`src/rtl/result_pkt_pkg.sv`:
```
// Shared definitions for the result packet collector: packet field layout,
// the decoded packet struct and the collector FSM state type.
package result_pkt_pkg;

   localparam int PKT_W    = 39;
   localparam int TYPE_HI  = 38;
   localparam int TYPE_LO  = 37;
   localparam int RSVD_HI  = 36;
   localparam int RSVD_LO  = 29;
   localparam int ROW_HI   = 28;
   localparam int ROW_LO   = 27;
   localparam int SPIKE_HI = 26;
   localparam int SPIKE_LO = 24;
   localparam int SUM1_HI  = 23;
   localparam int SUM1_LO  = 16;
   localparam int SUM2_HI  = 15;
   localparam int SUM2_LO  = 8;
   localparam int SUM3_HI  = 7;
   localparam int SUM3_LO  = 0;

   localparam logic [1:0] PKT_TYPE_RESULT = 2'b11;
   localparam int         NUM_NEURONS     = 9;

   typedef struct packed {
      logic [1:0] pkt_type;
      logic [7:0] rsvd;
      logic [1:0] row;
      logic [2:0] spike;
      logic [7:0] sum1;
      logic [7:0] sum2;
      logic [7:0] sum3;
   } result_pkt_t;

   typedef enum logic [0:0] {
      COLLECT = 1'b0,
      EMIT    = 1'b1
   } state_e;

   // First residual index of a row (rows are 1-based): (row-1)*3.
   function automatic logic [3:0] row_base(input logic [1:0] row);
      return {2'b00, row - 2'd1} * 4'd3;
   endfunction

endpackage

```
`src/rtl/result_pkt_unpack.sv`:
```
// Combinational decode of a raw result packet into fields plus a validity
// flag (result type and a nonzero row).
module result_pkt_unpack
   import result_pkt_pkg::*;
(
   input  logic [PKT_W-1:0] in_pkt,
   output result_pkt_t      pkt,
   output logic             pkt_ok
);

   assign pkt.pkt_type = in_pkt[TYPE_HI:TYPE_LO];
   assign pkt.rsvd     = in_pkt[RSVD_HI:RSVD_LO];
   assign pkt.row      = in_pkt[ROW_HI:ROW_LO];
   assign pkt.spike    = in_pkt[SPIKE_HI:SPIKE_LO];
   assign pkt.sum1     = in_pkt[SUM1_HI:SUM1_LO];
   assign pkt.sum2     = in_pkt[SUM2_HI:SUM2_LO];
   assign pkt.sum3     = in_pkt[SUM3_HI:SUM3_LO];

   assign pkt_ok = (pkt.pkt_type == PKT_TYPE_RESULT) && (pkt.row != 2'd0);

endmodule

```
`src/rtl/result_pkt_collector.sv`:
```
// Collects three row result packets per timestep into a 9-bit spike map and
// keeps the residual potentials for readback. Optional per-neuron spike
// counters are built when RESULT_SPIKE_COUNT_EN is defined.
module result_pkt_collector
   import result_pkt_pkg::*;
#(
   parameter int WIDTH   = 39,
   parameter int WIDTH_D = 8,
   parameter int NUM_TS  = 10,
   parameter int TS_W    = 4
) (
   input  logic               clk,
   input  logic               rst_n,
   input  logic               in_valid,
   output logic               in_ready,
   input  logic [WIDTH-1:0]   in_pkt,
   output logic               out_valid,
   input  logic               out_ready,
   output logic [8:0]         out_spikes,
   output logic [TS_W-1:0]    out_ts,
   input  logic [3:0]         rd_addr,
   output logic [WIDTH_D-1:0] rd_data,
`ifdef RESULT_SPIKE_COUNT_EN
   input  logic [3:0]         cnt_addr,
   output logic [7:0]         cnt_data,
`endif
   output logic               err
);

   localparam logic [TS_W-1:0] TS_LAST = TS_W'(NUM_TS - 1);

   result_pkt_t        pkt_s;
   logic               pkt_ok_s;
   logic [2:0]         row_onehot_s;
   logic [3:0]         base_s;
   logic               handshake_s;
   logic               unused_rsvd_s;

   state_e             state_q, state_d;
   logic [2:0]         row_seen_q, row_seen_d;
   logic [8:0]         spike_map_q, spike_map_d;
   logic [TS_W-1:0]    ts_q, ts_d;
   logic               in_ready_q, in_ready_d;
   logic               out_valid_q, out_valid_d;
   logic               err_q, err_d;
   logic [WIDTH_D-1:0] resid_q [NUM_NEURONS];
   logic [WIDTH_D-1:0] resid_d [NUM_NEURONS];

   result_pkt_unpack u_unpack (
      .in_pkt (in_pkt),
      .pkt    (pkt_s),
      .pkt_ok (pkt_ok_s)
   );

   assign unused_rsvd_s = ^pkt_s.rsvd;
   assign base_s        = row_base(pkt_s.row);
   assign handshake_s   = (state_q == EMIT) && out_valid_q && out_ready;

   always_comb begin
      case (pkt_s.row)
         2'd1:    row_onehot_s = 3'b001;
         2'd2:    row_onehot_s = 3'b010;
         2'd3:    row_onehot_s = 3'b100;
         default: row_onehot_s = 3'b000;
      endcase
   end

   always_comb begin
      state_d     = state_q;
      row_seen_d  = row_seen_q;
      spike_map_d = spike_map_q;
      ts_d        = ts_q;
      resid_d     = resid_q;
      err_d       = 1'b0;
      case (state_q)
         COLLECT: begin
            if (in_valid && in_ready_q) begin
               // Bad or duplicate packets are still consumed, only flagged.
               if (pkt_ok_s && ((row_seen_q & row_onehot_s) == 3'b000)) begin
                  row_seen_d = row_seen_q | row_onehot_s;
                  case (pkt_s.row)
                     2'd1:    spike_map_d[8:6] = pkt_s.spike;
                     2'd2:    spike_map_d[5:3] = pkt_s.spike;
                     2'd3:    spike_map_d[2:0] = pkt_s.spike;
                     default: spike_map_d      = spike_map_q;
                  endcase
                  resid_d[base_s]         = WIDTH_D'(pkt_s.sum1);
                  resid_d[base_s + 4'd1]  = WIDTH_D'(pkt_s.sum2);
                  resid_d[base_s + 4'd2]  = WIDTH_D'(pkt_s.sum3);
               end else begin
                  err_d = 1'b1;
               end
            end else begin
               err_d = 1'b0;
            end
            if (row_seen_d == 3'b111) begin
               state_d = EMIT;
            end else begin
               state_d = COLLECT;
            end
         end
         EMIT: begin
            if (handshake_s) begin
               state_d     = COLLECT;
               row_seen_d  = 3'b000;
               spike_map_d = 9'd0;
               if (ts_q == TS_LAST) begin
                  ts_d = {TS_W{1'b0}};
               end else begin
                  ts_d = ts_q + TS_W'(1);
               end
            end else begin
               state_d = EMIT;
            end
         end
         default: state_d = COLLECT;
      endcase
      in_ready_d  = (state_d == COLLECT);
      out_valid_d = (state_d == EMIT);
   end

   always_ff @(posedge clk or negedge rst_n) begin
      if (!rst_n) begin
         state_q     <= COLLECT;
         row_seen_q  <= 3'b000;
         spike_map_q <= 9'd0;
         ts_q        <= {TS_W{1'b0}};
         in_ready_q  <= 1'b0;
         out_valid_q <= 1'b0;
         err_q       <= 1'b0;
         for (int i = 0; i < NUM_NEURONS; i++) begin
            resid_q[i] <= {WIDTH_D{1'b0}};
         end
      end else begin
         state_q     <= state_d;
         row_seen_q  <= row_seen_d;
         spike_map_q <= spike_map_d;
         ts_q        <= ts_d;
         in_ready_q  <= in_ready_d;
         out_valid_q <= out_valid_d;
         err_q       <= err_d;
         resid_q     <= resid_d;
      end
   end

   always_comb begin
      if (rd_addr <= 4'd8) begin
         rd_data = resid_q[rd_addr];
      end else begin
         rd_data = {WIDTH_D{1'b0}};
      end
   end

   assign in_ready   = in_ready_q;
   assign out_valid  = out_valid_q;
   assign out_spikes = spike_map_q;
   assign out_ts     = ts_q;
   assign err        = err_q;

`ifdef RESULT_SPIKE_COUNT_EN
   logic [7:0] cnt_q [NUM_NEURONS];
   logic [7:0] cnt_d [NUM_NEURONS];
   logic       wrap_s;

   assign wrap_s = handshake_s && (ts_q == TS_LAST);

   // Neuron n maps to spike-map bit 8-n; clearing on wrap wins over counting.
   always_comb begin
      cnt_d = cnt_q;
      if (wrap_s) begin
         for (int n = 0; n < NUM_NEURONS; n++) begin
            cnt_d[n] = 8'd0;
         end
      end else if (handshake_s) begin
         for (int n = 0; n < NUM_NEURONS; n++) begin
            if (spike_map_q[8 - n] && (cnt_q[n] != 8'hFF)) begin
               cnt_d[n] = cnt_q[n] + 8'd1;
            end else begin
               cnt_d[n] = cnt_q[n];
            end
         end
      end else begin
         cnt_d = cnt_q;
      end
   end

   always_ff @(posedge clk or negedge rst_n) begin
      if (!rst_n) begin
         for (int n = 0; n < NUM_NEURONS; n++) begin
            cnt_q[n] <= 8'd0;
         end
      end else begin
         cnt_q <= cnt_d;
      end
   end

   always_comb begin
      if (cnt_addr <= 4'd8) begin
         cnt_data = cnt_q[cnt_addr];
      end else begin
         cnt_data = 8'd0;
      end
   end
`endif

endmodule
```
`config.mk`:
```
export PLATFORM = sky130hd
export DESIGN_NAME = result_pkt_collector
export DESIGN_NICKNAME = d
export VERILOG_FILES = /design/src/rtl/result_pkt_pkg.sv /design/src/rtl/result_pkt_unpack.sv /design/src/rtl/result_pkt_collector.sv
export SDC_FILE = /design/constraint.sdc
export NUM_CORES = 1
export LEC_CHECK = 0
export ABC_AREA = 1
export CAP_MARGIN = 30
export CORE_ASPECT_RATIO = 1.2
export CORE_MARGIN = 4
export CORE_UTILIZATION = 40
export DETAILED_ROUTE_END_ITERATION = 16
export SLEW_MARGIN = 0
export SYNTH_ARGS = -nofsm -noshare
export SYNTH_HDL_FRONTEND = slang
export SYNTH_SLANG_ARGS = --single-unit
```
`constraint.sdc`:
```
create_clock -name clk -period 3.58 [get_ports clk]
set_input_delay 0.358 -clock clk [delete_from_list [all_inputs] [get_ports clk]]
set_output_delay 0.358 -clock clk [all_outputs]
set_load 0.01 [all_outputs]
```
==> results.tsv <==
stage	metric	value	unit
detailed_routing	drc_errors	0	
clocking	htree_num_levels	3	
detailed_routing	drt_iter0_markers	693	
clocking	cts_tree	done	
worst_setup_path	critPathRequiredTime	3.22	ns
detailed_routing	wl_per_cell	18.1	microns
final_layout	area_growth	16.5	%
worst_setup_path	crit_path_max_fanout	23	
synthesis	netlist_area	0.00589	sq mm
sta	final.setup.tns	0	ns
synthesis	synth_top_area_share	38.6	%
synthesis	yosysUniqueCellTypes	30	
worst_setup_path	max_stage_delay	0.73	ns
pwr	irDropWorstVdd	0.239	mV
synthesis	synth_fp_nets	913	
clocking	cts_buffers	9	
synthesis	avgSynthCellArea	6.87	sq um
worst_setup_path	rr_worst_depth	7	
grt	grt-ovfl-total	0	
sta	max_freq	331	MHz
sta	tightest_slew	0.666	ns
status	outcome	finished clean	
final_layout	fin_nets	945	
grt	antenna_found_initial	0	
sta	maxSlewViolCount	0	
final_layout	fillCellCount	1510	
clocking	numClockSinks	91	
grt	grt_max_degree	51	
synthesis	synthesis.instances	858	
detailed_routing	detail_route.first_pass.iterations	6	
sta	layout_setup_ws	0.554	ns
clocking	clk_latency	0.35	ns
place	dp_slack	0.533	ns
synthesis	ys_ff_latch	91	
floorplanning	die_area	0.0167	sq mm
place	gp_congestion	0.923	
clocking	cts_resized	0	
place	dpl.hpwl	14100	microns
clocking	hold_buffers	0	
sta	final-setup-viol-count	0	
synthesis	synth.area.top_cells	dfrtp_1 39%, nand2_1 17%, o21ai_0 8.9%	
floorplanning	rows	48	
pwr	p_per_area	499	mW/mm^2
pwr	power	3.43	mW
pwr	leakagePower	3.31	nW
place	place_area	0.00656	sq mm
floorplanning	io_pins	71	
place	portBuffers	62	
worst_setup_path	r2r_slack	1.67	ns
grt	grtUsageTotal	23.2	%
clocking	clockRootBuffer	clkbuf_16	
detailed_routing	post_drt_via_cell_ratio	5.45	
worst_setup_path	r2r_end	resid_q[36]	
grt	grt_pass1_wl	30200	microns
final_layout	stdcell_count	1070	
worst_setup_path	crit_start	rd_addr[0]	
synthesis	ys_seq_area_share	38.6	%
worst_setup_path	crit_type	in2out	
sta	rsz0062_at_grt	no	
synthesis	synth_warnings	0	
worst_setup_path	crit_top_cell	clkdlybuf4s50_1	
worst_setup_path	critPathArrivalTime	2.67	ns
sta	whs	0.0335	ns
sta	hold_violations	0	
sta	fin_skew	0.00544	ns
sta	slew_headroom	55.6	%
worst_setup_path	path_cells	clkdlybuf4s50_1 -> buf_4 -> o21ai_0 -> o211ai_1 -> nand3_1 -> nand2_1 -> clkdlybuf4s50_1	
final_layout	diodes	0	
place	post-place-cells	1054	
sta	finalCritPeriodShare	84.5	%
floorplanning	die_w	119	microns
detailed_routing	num_vias	5827	
clocking	cts_setup_buffers	0	
hold_path	hold_class	in2async	
synthesis	yosysTopAreaCell	dfrtp_1	
worst_setup_path	cp-end-kind	primary output	
final_layout	final_layout_size_suffix_gt1_share	4.36	%
final_layout	final_core_util	47.6	%
floorplanning	start_util	40.9	%
sta	min_period	3.03	ns
floorplanning	die_y	141	microns
detailed_routing	postRouteAntennaNets	0	
worst_setup_path	reg2reg_from	out_valid	
final_layout	fin_area	0.00687	sq mm
clocking	clock_path_buffers	2	
grt	grt_pass1_vias	5422	
worst_setup_path	crit_path_start_kind	input pin	
job	max-cap-violations	0	
clocking	clkTransAtPathRegs	0.07	ns
worst_setup_path	crit_path_top_delay_cell	clkdlybuf4s50_1	
detailed_routing	postRouteWirelength	19400	microns
floorplanning	core_region_area	0.0144	sq mm
[cell families after synthesis]
group	share of synthesized area (%)
simple gates	28.8
mux	0.849
flops	38.6
xor+xnor	0.149
compound gates	21.7
buf+inv	8.15
fa+ha+maj	1.70
[critical path, delay by kind of cell]
kind | cells | cell delay (ns)
AOI/OAI and AO/OA | 2 | 0.45
buffers and inverters | 3 | 1.61
and+or+nand+nor | 2 | 0.23
[cell usage after synthesis]
master	instances
nand2_1	268
o21ai_0	105
dfrtp_1	91
nor2_1	71
inv_1	54
o21ai_1	45
nand3_1	41
a21oi_1	26
clkbuf_1	25
nor3_1	21
buf_2	20
a22oi_1	19
o211ai_1	17
o22ai_1	17
ha_1	8
mux2i_1	5
buf_6	4
buf_4	3
nand2_4	3
a31oi_1	2
clkinv_1	2
nand3_2	2
nor2_4	2
clkinv_2	1
inv_2	1
nand2_2	1
nor2_8	1
nor4_2	1
o21bai_1	1
xor2_1	1
[final cells by class]
class                      count  area, sq um  area share (%)
inverter                      58          219            3.19
tap                          175          219            3.19
sequential                    91         2280            33.2
multi-input combinational    657         3130            45.7
clock buffer                  11          243            3.54
clock inverter                 5         60.1           0.875
timing repair buffer          73          713            10.4
[sequential cells by signal, indices dropped and copies added (netlist names)]
signal	count
row_seen_q	3
out_valid	1
out_ts	4
resid_q	72
in_ready	1
out_spikes	9
err	1
[layer usage]
metal	up-vias	GRT usage, %	share of wire (%)
met5	-	0	0
met4	0	10.7	3.4
met3	46	4.05	6.2
met2	232	36.9	47
met1	2636	30.8	44
li1	2913	-	-
[where the power goes]
part	total [mW]	switching, mW	internal [mW]
sequential	1.46	0.163	1.30
clock	1.00	0.439	0.565
combinational	0.956	0.546	0.410
total	3.43	1.15	2.28
[cell usage in the layout, fill, tap and decap left out, types with 3 or more instances in the layout]
master,synthesis,final
a21oi_1,26,26
a22oi_1,19,19
buf_4,3,11
clkbuf_16,0,9
clkdlybuf4s50_1,0,61
dfrtp_1,91,91
ha_1,8,8
inv_1,54,54
mux2i_1,5,5
nand2_1,268,268
nand2_4,3,3
nand3_1,41,41
nor2_1,71,71
nor3_1,21,21
o211ai_1,17,17
o21ai_0,105,105
o21ai_1,45,45
o22ai_1,17,17
[how the worst max path moves through the flow]
stage,end,slack (ns),cells after the start
floorplan,resid_q[34],1.93,11
global placement,rd_data[2],0.55,7
detailed placement,rd_data[2],0.53,7
CTS,rd_data[2],0.53,7
global route,rd_data[2],0.38,7
finish,rd_data[4],0.55,7
No activity file was read; power rests on OpenSTA's default activity.
